===== config.mk =====
export PLATFORM = sky130hd
export DESIGN_NAME = fft_frame_sequencer_flat
export DESIGN_NICKNAME = d
export VERILOG_FILES = /design/src/rtl/fft_frame_sequencer_if.sv /design/src/rtl/fft_frame_sequencer.sv /design/src/flat_wrapper.sv
export SDC_FILE = /design/constraint.sdc
export NUM_CORES = 1
export LEC_CHECK = 0
export CAP_MARGIN = 20
export CORE_ASPECT_RATIO = 1.25
export CORE_UTILIZATION = 28
export CTS_BUF_LIST = sky130_fd_sc_hd__clkbuf_8 sky130_fd_sc_hd__clkbuf_16
export DETAILED_ROUTE_END_ITERATION = 8
export GPL_TIMING_DRIVEN = 0
export PLACE_DENSITY_LB_ADDON = 0.12
export SLEW_MARGIN = 20
export SYNTH_ARGS = -nofsm -noshare
export SYNTH_HDL_FRONTEND = slang
export SYNTH_SLANG_ARGS = --single-unit

===== constraint.sdc =====
create_clock -name clock -period 2.65 [get_ports clock]
set_input_delay 0.53 -clock clock [delete_from_list [all_inputs] [get_ports clock]]
set_output_delay 0.53 -clock clock [all_outputs]
set_load 0.02 [all_outputs]

===== src/rtl/fft_frame_sequencer_if.sv =====
// Source, FFT-core, sink and status signals of fft_frame_sequencer.
// master: sequencer side; slave: surrounding environment.
interface fft_frame_sequencer_if #(
  parameter int WIDTH        = 16,
  parameter int MAX_INFLIGHT = 4
);
  localparam int IW = $clog2(MAX_INFLIGHT + 1);

  logic             ctrl_start;
  logic             ctrl_stop;
  logic             src_frame_avail;
  logic             src_ready;
  logic [WIDTH-1:0] src_data_r;
  logic [WIDTH-1:0] src_data_i;
  logic             fft_idata_en;
  logic [WIDTH-1:0] fft_idata_r;
  logic [WIDTH-1:0] fft_idata_i;
  logic             fft_odata_en;
  logic [WIDTH-1:0] fft_odata_r;
  logic [WIDTH-1:0] fft_odata_i;
  logic             out_valid;
  logic [WIDTH-1:0] out_data_r;
  logic [WIDTH-1:0] out_data_i;
  logic             out_first;
  logic             out_last;
  logic [7:0]       out_frame_idx;
  logic             busy;
  logic [IW-1:0]    inflight;
  logic             err_unexpected;
  logic             err_timeout;

  modport master (
    input  ctrl_start, ctrl_stop, src_frame_avail, src_data_r, src_data_i,
           fft_odata_en, fft_odata_r, fft_odata_i,
    output src_ready, fft_idata_en, fft_idata_r, fft_idata_i,
           out_valid, out_data_r, out_data_i, out_first, out_last, out_frame_idx,
           busy, inflight, err_unexpected, err_timeout
  );

  modport slave (
    output ctrl_start, ctrl_stop, src_frame_avail, src_data_r, src_data_i,
           fft_odata_en, fft_odata_r, fft_odata_i,
    input  src_ready, fft_idata_en, fft_idata_r, fft_idata_i,
           out_valid, out_data_r, out_data_i, out_first, out_last, out_frame_idx,
           busy, inflight, err_unexpected, err_timeout
  );
endinterface


===== src/rtl/fft_frame_sequencer.sv =====
// Feeds whole N-sample frames into an FFT core under an in-flight credit limit and tags the FFT output stream.
// Define FFT_SEQ_WATCHDOG_EN to build the output-starvation watchdog that drives err_timeout.
module fft_frame_sequencer #(
  parameter int N            = 64,
  parameter int WIDTH        = 16,
  parameter int MAX_INFLIGHT = 4,
  parameter int TIMEOUT      = 1023
) (
  input  logic                  clock,
  input  logic                  reset_n,
  fft_frame_sequencer_if.master bus
);
  localparam int LOGN = $clog2(N);
  localparam int IW   = $clog2(MAX_INFLIGHT + 1);

  typedef enum logic [1:0] {IDLE, WAIT, FEED, DRAIN} state_t;

  state_t          state, state_nxt;
  logic            stop_pend, stop_pend_nxt;
  logic [LOGN-1:0] in_cnt, out_cnt;
  logic [IW-1:0]   inflight;
  logic            start_acc, credit_ok, acc, drop, frame_open, frame_done;

  assign start_acc  = (state == IDLE) && bus.ctrl_start && !bus.ctrl_stop;
  assign credit_ok  = bus.src_frame_avail && (inflight < IW'(MAX_INFLIGHT));
  assign acc        = bus.fft_odata_en && (inflight != '0);
  assign drop       = bus.fft_odata_en && (inflight == '0);
  assign frame_open = (state == FEED) && (in_cnt == '0);
  assign frame_done = acc && (out_cnt == LOGN'(N - 1));

  assign bus.src_ready = (state == FEED);
  assign bus.busy      = (state != IDLE) || (inflight != '0);
  assign bus.inflight  = inflight;

  always_ff @(posedge clock or negedge reset_n) begin
    if (!reset_n) begin
      state     <= IDLE;
      stop_pend <= 1'b0;
    end else begin
      state     <= state_nxt;
      stop_pend <= stop_pend_nxt;
    end
  end

  // A stop seen during FEED only takes effect at the frame boundary.
  always_comb begin
    state_nxt     = state;
    stop_pend_nxt = stop_pend;
    unique case (state)
      IDLE: begin
        if (start_acc) begin
          state_nxt     = WAIT;
          stop_pend_nxt = 1'b0;
        end
      end
      WAIT: begin
        if (bus.ctrl_stop)  state_nxt = DRAIN;
        else if (credit_ok) state_nxt = FEED;
      end
      FEED: begin
        if (bus.ctrl_stop) stop_pend_nxt = 1'b1;
        if (in_cnt == LOGN'(N - 1)) begin
          if (stop_pend || bus.ctrl_stop) begin
            state_nxt     = DRAIN;
            stop_pend_nxt = 1'b0;
          end else if (!credit_ok) begin
            state_nxt = WAIT;
          end
        end
      end
      DRAIN: begin
        if (inflight == '0) state_nxt = IDLE;
      end
      default: state_nxt = IDLE;
    endcase
  end

  always_ff @(posedge clock or negedge reset_n) begin
    if (!reset_n) begin
      in_cnt   <= '0;
      out_cnt  <= '0;
      inflight <= '0;
    end else begin
      if (start_acc)           in_cnt <= '0;
      else if (state == FEED)  in_cnt <= in_cnt + 1'b1;
      if (start_acc)           out_cnt <= '0;
      else if (acc)            out_cnt <= out_cnt + 1'b1;
      if (frame_open && !frame_done)      inflight <= inflight + 1'b1;
      else if (frame_done && !frame_open) inflight <= inflight - 1'b1;
    end
  end

  always_ff @(posedge clock or negedge reset_n) begin
    if (!reset_n) begin
      bus.fft_idata_en   <= 1'b0;
      bus.fft_idata_r    <= '0;
      bus.fft_idata_i    <= '0;
      bus.out_valid      <= 1'b0;
      bus.out_data_r     <= '0;
      bus.out_data_i     <= '0;
      bus.out_first      <= 1'b0;
      bus.out_last       <= 1'b0;
      bus.out_frame_idx  <= '0;
      bus.err_unexpected <= 1'b0;
    end else begin
      bus.fft_idata_en   <= bus.src_ready;
      bus.fft_idata_r    <= bus.src_ready ? bus.src_data_r : '0;
      bus.fft_idata_i    <= bus.src_ready ? bus.src_data_i : '0;
      bus.out_valid      <= acc;
      bus.out_data_r     <= acc ? bus.fft_odata_r : '0;
      bus.out_data_i     <= acc ? bus.fft_odata_i : '0;
      bus.out_first      <= acc && (out_cnt == '0);
      bus.out_last       <= frame_done;
      if (start_acc)                          bus.out_frame_idx <= '0;
      else if (bus.out_valid && bus.out_last) bus.out_frame_idx <= bus.out_frame_idx + 1'b1;
      // A drop in the same cycle as a start still leaves the flag set.
      bus.err_unexpected <= (bus.err_unexpected && !start_acc) || drop;
    end
  end

`ifdef FFT_SEQ_WATCHDOG_EN
  localparam int WW = $clog2(TIMEOUT + 1);
  logic [WW-1:0] wd_cnt;

  always_ff @(posedge clock or negedge reset_n) begin
    if (!reset_n) begin
      wd_cnt          <= '0;
      bus.err_timeout <= 1'b0;
    end else begin
      if (acc || inflight == '0)       wd_cnt <= '0;
      else if (wd_cnt != WW'(TIMEOUT)) wd_cnt <= wd_cnt + 1'b1;
      if (start_acc)
        bus.err_timeout <= 1'b0;
      else if (!acc && inflight != '0 && wd_cnt == WW'(TIMEOUT - 1))
        bus.err_timeout <= 1'b1;
    end
  end
`else
  assign bus.err_timeout = 1'b0;
`endif
endmodule

===== src/flat_wrapper.sv =====
// flat-port wrapper written by rule: the top's interface ports become plain ports
module fft_frame_sequencer_flat 
#(
  parameter int N            = 64,
  parameter int WIDTH        = 16,
  parameter int MAX_INFLIGHT = 4,
  parameter int TIMEOUT      = 1023
)
  (clock, reset_n, bus_ctrl_start, bus_ctrl_stop, bus_src_frame_avail, bus_src_data_r, bus_src_data_i, bus_fft_odata_en, bus_fft_odata_r, bus_fft_odata_i, bus_src_ready, bus_fft_idata_en, bus_fft_idata_r, bus_fft_idata_i, bus_out_valid, bus_out_data_r, bus_out_data_i, bus_out_first, bus_out_last, bus_out_frame_idx, bus_busy, bus_inflight, bus_err_unexpected, bus_err_timeout);
  fft_frame_sequencer_if #(.WIDTH(WIDTH), .MAX_INFLIGHT(MAX_INFLIGHT)) bus_i ();
  input  logic clock;
  input  logic reset_n;
  input wire logic [$bits(bus_i.ctrl_start)-1:0] bus_ctrl_start;
  input wire logic [$bits(bus_i.ctrl_stop)-1:0] bus_ctrl_stop;
  input wire logic [$bits(bus_i.src_frame_avail)-1:0] bus_src_frame_avail;
  input wire logic [$bits(bus_i.src_data_r)-1:0] bus_src_data_r;
  input wire logic [$bits(bus_i.src_data_i)-1:0] bus_src_data_i;
  input wire logic [$bits(bus_i.fft_odata_en)-1:0] bus_fft_odata_en;
  input wire logic [$bits(bus_i.fft_odata_r)-1:0] bus_fft_odata_r;
  input wire logic [$bits(bus_i.fft_odata_i)-1:0] bus_fft_odata_i;
  output wire logic [$bits(bus_i.src_ready)-1:0] bus_src_ready;
  output wire logic [$bits(bus_i.fft_idata_en)-1:0] bus_fft_idata_en;
  output wire logic [$bits(bus_i.fft_idata_r)-1:0] bus_fft_idata_r;
  output wire logic [$bits(bus_i.fft_idata_i)-1:0] bus_fft_idata_i;
  output wire logic [$bits(bus_i.out_valid)-1:0] bus_out_valid;
  output wire logic [$bits(bus_i.out_data_r)-1:0] bus_out_data_r;
  output wire logic [$bits(bus_i.out_data_i)-1:0] bus_out_data_i;
  output wire logic [$bits(bus_i.out_first)-1:0] bus_out_first;
  output wire logic [$bits(bus_i.out_last)-1:0] bus_out_last;
  output wire logic [$bits(bus_i.out_frame_idx)-1:0] bus_out_frame_idx;
  output wire logic [$bits(bus_i.busy)-1:0] bus_busy;
  output wire logic [$bits(bus_i.inflight)-1:0] bus_inflight;
  output wire logic [$bits(bus_i.err_unexpected)-1:0] bus_err_unexpected;
  output wire logic [$bits(bus_i.err_timeout)-1:0] bus_err_timeout;
  assign bus_i.ctrl_start = bus_ctrl_start;
  assign bus_i.ctrl_stop = bus_ctrl_stop;
  assign bus_i.src_frame_avail = bus_src_frame_avail;
  assign bus_i.src_data_r = bus_src_data_r;
  assign bus_i.src_data_i = bus_src_data_i;
  assign bus_i.fft_odata_en = bus_fft_odata_en;
  assign bus_i.fft_odata_r = bus_fft_odata_r;
  assign bus_i.fft_odata_i = bus_fft_odata_i;
  assign bus_src_ready = bus_i.src_ready;
  assign bus_fft_idata_en = bus_i.fft_idata_en;
  assign bus_fft_idata_r = bus_i.fft_idata_r;
  assign bus_fft_idata_i = bus_i.fft_idata_i;
  assign bus_out_valid = bus_i.out_valid;
  assign bus_out_data_r = bus_i.out_data_r;
  assign bus_out_data_i = bus_i.out_data_i;
  assign bus_out_first = bus_i.out_first;
  assign bus_out_last = bus_i.out_last;
  assign bus_out_frame_idx = bus_i.out_frame_idx;
  assign bus_busy = bus_i.busy;
  assign bus_inflight = bus_i.inflight;
  assign bus_err_unexpected = bus_i.err_unexpected;
  assign bus_err_timeout = bus_i.err_timeout;
  fft_frame_sequencer #(.N(N), .WIDTH(WIDTH), .MAX_INFLIGHT(MAX_INFLIGHT), .TIMEOUT(TIMEOUT)) u_core (.clock(clock), .reset_n(reset_n), .bus(bus_i));
endmodule

Word-level counts from Yosys, hierarchy flattened
Index checks and enable logic that the tools add are counted.
- add/subtract/negate cells: 5
- order comparisons: 1
- equal/unequal tests: 10
- muxes and demuxes: 25
- reductions and logical operators: 32
- operators by type and width (cell ; count):
    16-bit two-way mux ; 4
    6-bit two-way mux ; 4
    8-bit two-way mux ; 2
    2-bit two-way mux ; 7
    6-bit by 1-bit adder with 6-bit output, second input constant ; 2
    6-bit equality test, second input constant ; 2
    1-bit logical AND ; 12
    6-bit zero test ; 2
    2-bit nonzero test ; 6
    8-bit by 1-bit adder with 8-bit output, second input constant ; 1
    2-bit case mux with 4 select lines ; 1
    3-bit two-way mux ; 2
    5-bit AND reduction ; 1
    2-bit equality test, second input constant ; 2
    1-bit zero test ; 4
    1-bit two-way mux ; 4
    2-bit by 1-bit inequality test with 1-bit output, second input constant ; 2
    3-bit by 1-bit adder with 3-bit output, second input constant ; 1
    3-bit zero test ; 1
    1-bit logical OR ; 3
    3-bit less-than comparator, second input constant ; 1
    3-bit by 2-bit inequality test with 1-bit output, second input constant ; 1
    3-bit inequality test, second input constant ; 1
    3-bit nonzero test ; 1
    6 further kinds ; 6
- flip-flop bits (word level): 95
- bits of input ports: 70
- output and inout port bits: 83
- logic and storage cells: 88

Longest topological paths before layout
Gate-level depths: netlist of run 1.
- depth in word-level cells: 6
- depth in mapped cells: 10
- gate-level depth less buffers: 9

Worst setup path before layout of run 1
Ideal clock, no wire load.
- kind: register to register
- start: register u_core.inflight[1] (netlist: u_core.bus.inflight[1])
- end: register u_core.inflight[2] (netlist: u_core.bus.inflight[2])
- library setup time: 0.080 ns
- data arrival time: 2.104 ns
- data required time: 2.570 ns
- slack: 0.465 ns
- cell stages (with the launch flop): 11
- buffers on the path: 1
- period minus slack after synthesis: 2.185 ns
- cells stage by stage: dfrtp_1 o31ai_2 buf_6 nor2_1 nand4_1 ha_1 inv_1 fa_1 xor2_1 nor2_1 xor2_1
- longest elaborated chain between the ends: 6
- elaborated cells on any way between the ends: 11
- classes of those cells: 2 x add/sub; 2 x mux; 7 x reduce/logical
- ends and longest elaborated chain (item ; RTL line ; source):
    from (decl) ; fft_frame_sequencer.sv:21 ; logic [IW-1:0] inflight;
    from (signal assigned) ; fft_frame_sequencer.sv:88 ; if (frame_open && !frame_done) inflight <= inflight + 1'b1;
    from (signal assigned) ; fft_frame_sequencer.sv:89 ; else if (frame_done && !frame_open) inflight <= inflight - 1'b1;
    branches (longest 6 deep; another with 3-bit by 1-bit subtractor with 3-bit output) ; -- ;
Parallel ways; which one is timed is not known. The select of a mux whose other input is x is not followed.
A chain may end at the register's enable or synchronous reset.

Worst setup path after layout of run 1
- start: register u_core.inflight[1] (netlist: u_core.bus.inflight[1])
- end: output port bus_busy
- longest elaborated chain between the ends: 2
- ends and longest elaborated chain (item ; RTL line ; source):
    3-bit nonzero test ; fft_frame_sequencer.sv:32 ; assign bus.busy = (state != IDLE) || (inflight != '0);
    1-bit logical OR ; fft_frame_sequencer.sv:32 ;
    to (decl) ; flat_wrapper.sv:31 ; output wire logic [$bits(bus_i.busy)-1:0] bus_busy;
No other way between the ends.

==> results of run 1 <==
## critical path: stages, from the launching register on
cell and delay (ns):
dfrtp_1 0.45, or3_2 0.51, or3_1 0.32, dlygate4sd2_1 0.33
## registers in the layout, summed over array words and instances (netlist names), 2 cells and up
register,flops
u_core.bus.fft_idata_r,16
u_core.in_cnt,6
u_core.out_cnt,6
u_core.state,2
u_core.bus.out_data_r,16
u_core.bus.fft_idata_i,16
u_core.bus.out_data_i,16
u_core.bus.inflight,3
u_core.bus.out_frame_idx,8
## how the worst max path moves through the flow
stage,depth (start not counted),slack [ns],endpoint,startpoint
finish,3,0.18,bus_busy,u_core.bus.inflight[1]$_DFFE_PN0P_
global route,10,0.09,u_core.bus.inflight[2]$_DFFE_PN0P_,u_core.bus.inflight[0]$_DFFE_PN0P_
CTS,3,0.16,bus_busy,u_core.bus.inflight[1]$_DFFE_PN0P_
detailed placement,9,-0.07,u_core.bus.inflight[1]$_DFFE_PN0P_,bus_fft_odata_en
global placement,1,-2.67,u_core.bus.out_data_i[12]$_DFF_PN0_,reset_n
floorplan,10,0.47,u_core.bus.inflight[2]$_DFFE_PN0P_,u_core.bus.inflight[1]$_DFFE_PN0P_
## metrics by stage
step	utilization, %	worst slack (ns)	hold slack (ns)	cell area [um^2]
2_1_floorplan	-	0.465	0.234	3640
3_3_place_gp	42.3	-2.67	0.491	5360
3_5_place_dp	42.5	-0.0660	0.489	5390
4_1_cts	45.0	0.164	0.156	5700
5_1_grt	45.0	0.0944	0.166	5700
6_report	45.0	0.183	0.131	5700
## synth_stat cells (2+ instances only)
| cell | instances | share of area, % |
|---|---|---|
| or4b_1 | 2 | 0.55 |
| inv_1 | 10 | 1.0 |
| nor3_1 | 2 | 0.28 |
| clkbuf_1 | 6 | 0.62 |
| a21oi_1 | 16 | 2.2 |
| nand2_1 | 12 | 1.2 |
| and3_1 | 3 | 0.52 |
| nor2_1 | 7 | 0.72 |
| buf_4 | 2 | 0.41 |
| ha_1 | 6 | 2.1 |
| o21ai_0 | 10 | 1.4 |
| nand3_1 | 9 | 1.2 |
| or4_1 | 6 | 1.2 |
| and2_1 | 64 | 11 |
| o31ai_1 | 5 | 1.0 |
| or3_1 | 9 | 1.5 |
| nand3b_1 | 2 | 0.41 |
| nand4_1 | 3 | 0.52 |
| nor4_1 | 3 | 0.52 |
| xor2_1 | 5 | 1.2 |
| buf_2 | 3 | 0.41 |
| dfrtp_1 | 95 | 65 |
## power by group through the flow
| stage | logic (mW) | clock network, mW | registers [mW] |
|---|---|---|---|
| after floorplan | 0.641 | 0 | 2.44 |
| after global placement | 1.93 | 0 | 2.09 |
| after detailed placement | 1.96 | 0 | 2.10 |
| after CTS | 1.96 | 1.41 | 2.07 |
| after global routing | 2.11 | 1.48 | 2.13 |
| final | 1.92 | 1.36 | 2.06 |
## routing by layer
metal	global-route usage, %	share of wire, %	vias up
li1	-	-	1321
met1	15.1	39	1317
met2	22.1	51	82
met3	5.43	8.1	8
met4	5.63	1.9	0
met5	0	0	-
## placed cells by master (no fill, tap or decap), drive strengths merged, types with 2 or more instances in the layout
cell	netlist	final
o21ai	10	10
buf	6	8
clkdlybuf4s50	0	148
xor2	5	5
nor3	2	2
a21oi	16	16
clkbuf	6	15
nand2	12	12
nor2	7	7
and2	64	64
inv	10	13
or4	6	6
or4b	2	2
bufinv	0	2
nand3b	2	2
ha	6	6
nand4	3	3
nor4b	2	2
dlygate4sd2	0	2
nor4	3	3
dfrtp	95	95
and3	3	3
nand3	9	9
o31ai	6	6
or3	10	10
## final cells by class
| cell class | count | area [um^2] | share of cell area, % |
|---|---|---|---|
| multi-input combinational | 180 | 1160 | 20.3 |
| sequential | 95 | 2380 | 41.7 |
| inverter | 10 | 37.5 | 0.659 |
| timing repair buffer | 152 | 1540 | 27.0 |
| tap | 168 | 210 | 3.69 |
| buffer | 12 | 63.8 | 1.12 |
| clock buffer | 9 | 225 | 3.95 |
| clock inverter | 7 | 88.8 | 1.56 |
## logic make-up (layout without fill, tap and decap cells)
logic type	Yosys count	in the layout	share of synthesized area, %
AOI/OAI and AO/OA	36	36	5.82
xor gates and xnor gates	6	6	1.45
adders and majority gates	7	7	2.62
buffers and inverters	22	190	2.79
DFF	95	95	65.4
muxes	1	1	0.310
other	1	1	0.103
and+or+nand+nor	129	129	21.5
==> reports/results.tsv, run 1 <==
metric	value	unit
core	12700	um^2
critPathArrivalTime	1.94	ns
relSlewSlack	66.4	%
p_leak	2.43	nW
p_int	3.59	mW
antennaDiodeCount	0	
hold_viol_final	0	
powerDensity	939	nW/um^2
gp_congestion	0.730	
yosys_warnings	0	
grt_setup_unrepaired	false	
netlist_area	3640	um^2
min_path_type	primary input to asynchronous set/reset pin	
synth-seq-cells	95	
num-fill-cells	1234	
synth.avg_cell_area	12.2	um^2
fin_crit	2.47	ns
wirelength	8.48	mm
row_count	46	
p_seq_share	38.6	%
grt_antenna_before_repair	0	
track_usage	13.2	%
ant_nets	0	
synthArstFlopShare	100	%
ys_types	39	
critPathKind	register to output pin	
cts.sinks	95	
reg2reg_to	u_core.bus.inflight[2]$_DFFE_PN0P_	
clkSlewWorstSetupHoldPaths	0.06	ns
dp_hpwl	6.26	mm
cts_hold_buf	0	
clkLatencyLatePin	0.34	ns
tns	0	ns
synth.net_count	374	
crit_required	2.12	ns
io_pins	153	
drtIter0Drc	64	
via_per_inst	4.31	
die_w	104	um
final_cells	633	
fin_crit_sh	93.1	%
die_y	129	um
status	complete, no violations	
worstSetupEndpointType	output pin	
clkPwrFrac	25.5	%
grt_overflow_total	0	
grt_max_degree	52	
grt_pass1_vias	2667	
fmax	405	MHz
portBuffers	151	
seq_area_frac_synth	65.4	%
numCtsBuffers	9	
synth_enable_flop_cells	0	
maxSlewViolCount	0	
drt_pre_antenna_iters	4	
syn_inst	297	
cts_setup_buffers	0	
post-place-cells	617	
finalClockSkew	0.00411	ns
drc	0	
cts_tree	done	
critPathMaxFanout	6	
clockBufferDepth	2	
switchingPower	1.76	mW
die-area	13400	um^2
area_growth	56.7	%
htree_levels	3	
switching_share	32.9	%
cts_root_buf	clkbuf_16	
start_util	28.7	%
reg2reg_slack	0.27	ns
pwr-share-comb	35.9	%
ir_worst_vdd	0.445	mV
drive_gt1_share	6.02	%
setup_viol	0	
start_kind	register	
route.vias.total	2728	
worst_pin_slew	0.504	ns
r2r_cells	10	
routedWlPerCell	13.4	um
final_nets	537	
grt_pass1_wl	13.8	mm
p_total	5.35	mW
post_cts_resized	3	
timing.max_cap.violations	0	
worstReg2RegStart	u_core.bus.inflight[1]$_DFFE_PN0P_	
synth_flop_cell	dfrtp_1	
No activity file was read; power rests on OpenSTA's default activity.
==> run 2: changes to the inputs <==
--- a/config.mk
+++ b/config.mk
@@ -7,7 +7,8 @@
 export LEC_CHECK = 0
 export CAP_MARGIN = 20
 export CORE_ASPECT_RATIO = 1.25
-export CORE_UTILIZATION = 28
+export CORE_MARGIN = 4
+export CORE_UTILIZATION = 42
 export CTS_BUF_LIST = sky130_fd_sc_hd__clkbuf_8 sky130_fd_sc_hd__clkbuf_16
 export DETAILED_ROUTE_END_ITERATION = 8
 export GPL_TIMING_DRIVEN = 0
==> run 2 against run 1 <==
  * Flip-flop and latch count unchanged
  * Fmax down 1.6%
  * Non-clock buffer count unchanged
  * Core utilization up 21 points
  * Critical endpoint unchanged
==> reports/results.tsv, run 2 (synthesis gave the netlist of run 1 again) <==
metric	value	unit	change
worstReg2RegStart	u_core.bus.inflight[0]$_DFFE_PN0P_		
routedWlPerCell	15.0	um	+12%
drtIter0Drc	91		+42%
fin_crit	2.51	ns	+0.0389 ns
track_usage	17.1	%	+3.9 points
highest_layer	met4		
htree_levels	3		unchanged
die-area	10200	um^2	-24%
p_total	5.12	mW	-4.2%
gp_congestion	0.810		+11%
wl_met2	4.45	mm	+3.3%
antennaDiodeCount	0		unchanged
critPathMaxFanout	6		unchanged
r2r_cells	10		unchanged
num-fill-cells	667		-46%
clockBufferDepth	2		unchanged
ir_worst_vdd	0.580	mV	+30%
clkSlewWorstSetupHoldPaths	0.09	ns	+0.03 ns
final_nets	537		unchanged
die_y	112	um	-13%
route.vias.total	2732		+0.15%
grt_overflow_total	0		unchanged
setup_ws	0.144	ns	-0.0389 ns
grt_antenna_before_repair	0		unchanged
critPathArrivalTime	1.98	ns	+0.04 ns
drc	0		unchanged
cts.sinks	95		unchanged
drt_pre_antenna_iters	4		unchanged
drive_gt1_share	6.45	%	+0.43 points
reg2reg_to	u_core.bus.inflight[2]$_DFFE_PN0P_		
area_growth	52.4	%	
ant_nets	0		unchanged
tns	0	ns	unchanged
wl_met1	3.00	mm	-9.9%
setup_viol	0		unchanged
wirelength	8.41	mm	-0.83%
grt_setup_unrepaired	false		
crit_required	2.12	ns	about the same
wl_met3	791	um	+15%
maxSlewViolCount	0		unchanged
start_util	43.6	%	+15 points
io_pins	153		unchanged
p_leak	2.39	nW	-1.5%
grt_pass1_vias	2718		+1.9%
mostFrequentLayoutCells	clkdlybuf4s50_1 (148), dfrtp_1 (95), and2_1 (64)		
fin_crit_sh	94.6	%	+1.5 points
dp_hpwl	6.35	mm	+1.4%
portBuffers	151		unchanged
fmax	399	MHz	-1.6%
start_kind	register		
status	complete, no violations		
hold_ws	0.0871	ns	-0.0440 ns
cts_hold_buf	0		unchanged
row_count	37		-20%
timing.max_cap.violations	0		unchanged
mostFrequentLayoutCell	clkdlybuf4s50_1		
reg2reg_slack	0.28	ns	about the same
grt_max_degree	51		-1.9%
grt_pass1_wl	13.5	mm	-2.2%
clkLatencyLatePin	0.36	ns	+0.02 ns
cts_root_buf	clkbuf_8		
powerDensity	925	nW/um^2	-1.5%
core	8330	um^2	-34%
place_ws	-0.0356	ns	+0.0304 ns
finalClockSkew	0.00545	ns	+0.00134 ns
cts_tree	done		
via_per_inst	4.86		+13%
numCtsBuffers	9		unchanged
hold_viol_final	0		unchanged
worstSetupEndpointType	output pin		
critPathKind	register to output pin		
fin_util	66.5	%	+21 points
min_path_type	primary input to asynchronous set/reset pin		
die_w	91.2	um	-12%
[run 2: changes by cell type in the layout (fill, tap and decap cells not counted), sizes merged]
cell	before	now
bufinv	2	3
clkbuf	15	16
clkinv	1	2
inv	13	10
[run 2: what timing repair did]
| action | in CTS | in global routing |
|---|---|---|
| hold endpoints to repair | 0 | 0 |
| setup buffers | 0 | 0 |
| setup endpoints to repair | 2 | 0 |
| gates resized for setup | 3 | 0 |
[run 2: final cells by class]
cell class / count / area [um^2] / share of cell area (%)
Sequential cell: 95 / 2380 / 42.9
Timing Repair Buffer: 152 / 1540 / 27.8
Multi-Input combinational cell: 180 / 1160 / 20.9
Clock buffer: 10 / 138 / 2.48
Tap cell: 97 / 121 / 2.19
Clock inverter: 6 / 108 / 1.94
Buffer: 12 / 63.8 / 1.15
Inverter: 10 / 37.5 / 0.678
[run 2: where the power goes]
part           switching, mW  total, mW  internal (mW)
Sequential             0.240       2.07           1.83
Clock                  0.488       1.14          0.649
Combinational          0.983       1.92          0.937
[run 2: how the worst max path moves through the flow]
stage | from | end | cells past startpoint
finish | u_core.bus.inflight[0]$_DFFE_PN0P_ | bus_busy | 3
global route | u_core.bus.inflight[1]$_DFFE_PN0P_ | bus_busy | 3
CTS | u_core.bus.inflight[0]$_DFFE_PN0P_ | bus_busy | 3
detailed placement | bus_fft_odata_en | u_core.bus.inflight[1]$_DFFE_PN0P_ | 9
global placement | reset_n | u_core.bus.fft_idata_i[3]$_DFF_PN0_ | 1
floorplan | u_core.bus.inflight[1]$_DFFE_PN0P_ | u_core.bus.inflight[2]$_DFFE_PN0P_ | 10
[run 2: worst max-delay path: stages, from the launching register on]
cell and delay (ns):
dfrtp_1 0.48, or3_2 0.49, or3_1 0.32, dlygate4sd2_1 0.33
[run 2: metrics by stage]
step / cells / cell area, um^2
6_report: 562 / 5540
4_1_cts: 562 / 5540
3_5_place_dp: 546 / 5300
2_1_floorplan: 297 / 3640
5_1_grt: 562 / 5540
3_3_place_gp: 545 / 5270
[run 2: routing by layer]
layer	up-vias	GRT usage, %
li1	1318	-
met1	1318	17.7
met3	13	8.04
met2	83	29.5
met4	0	7.44
met5	-	0
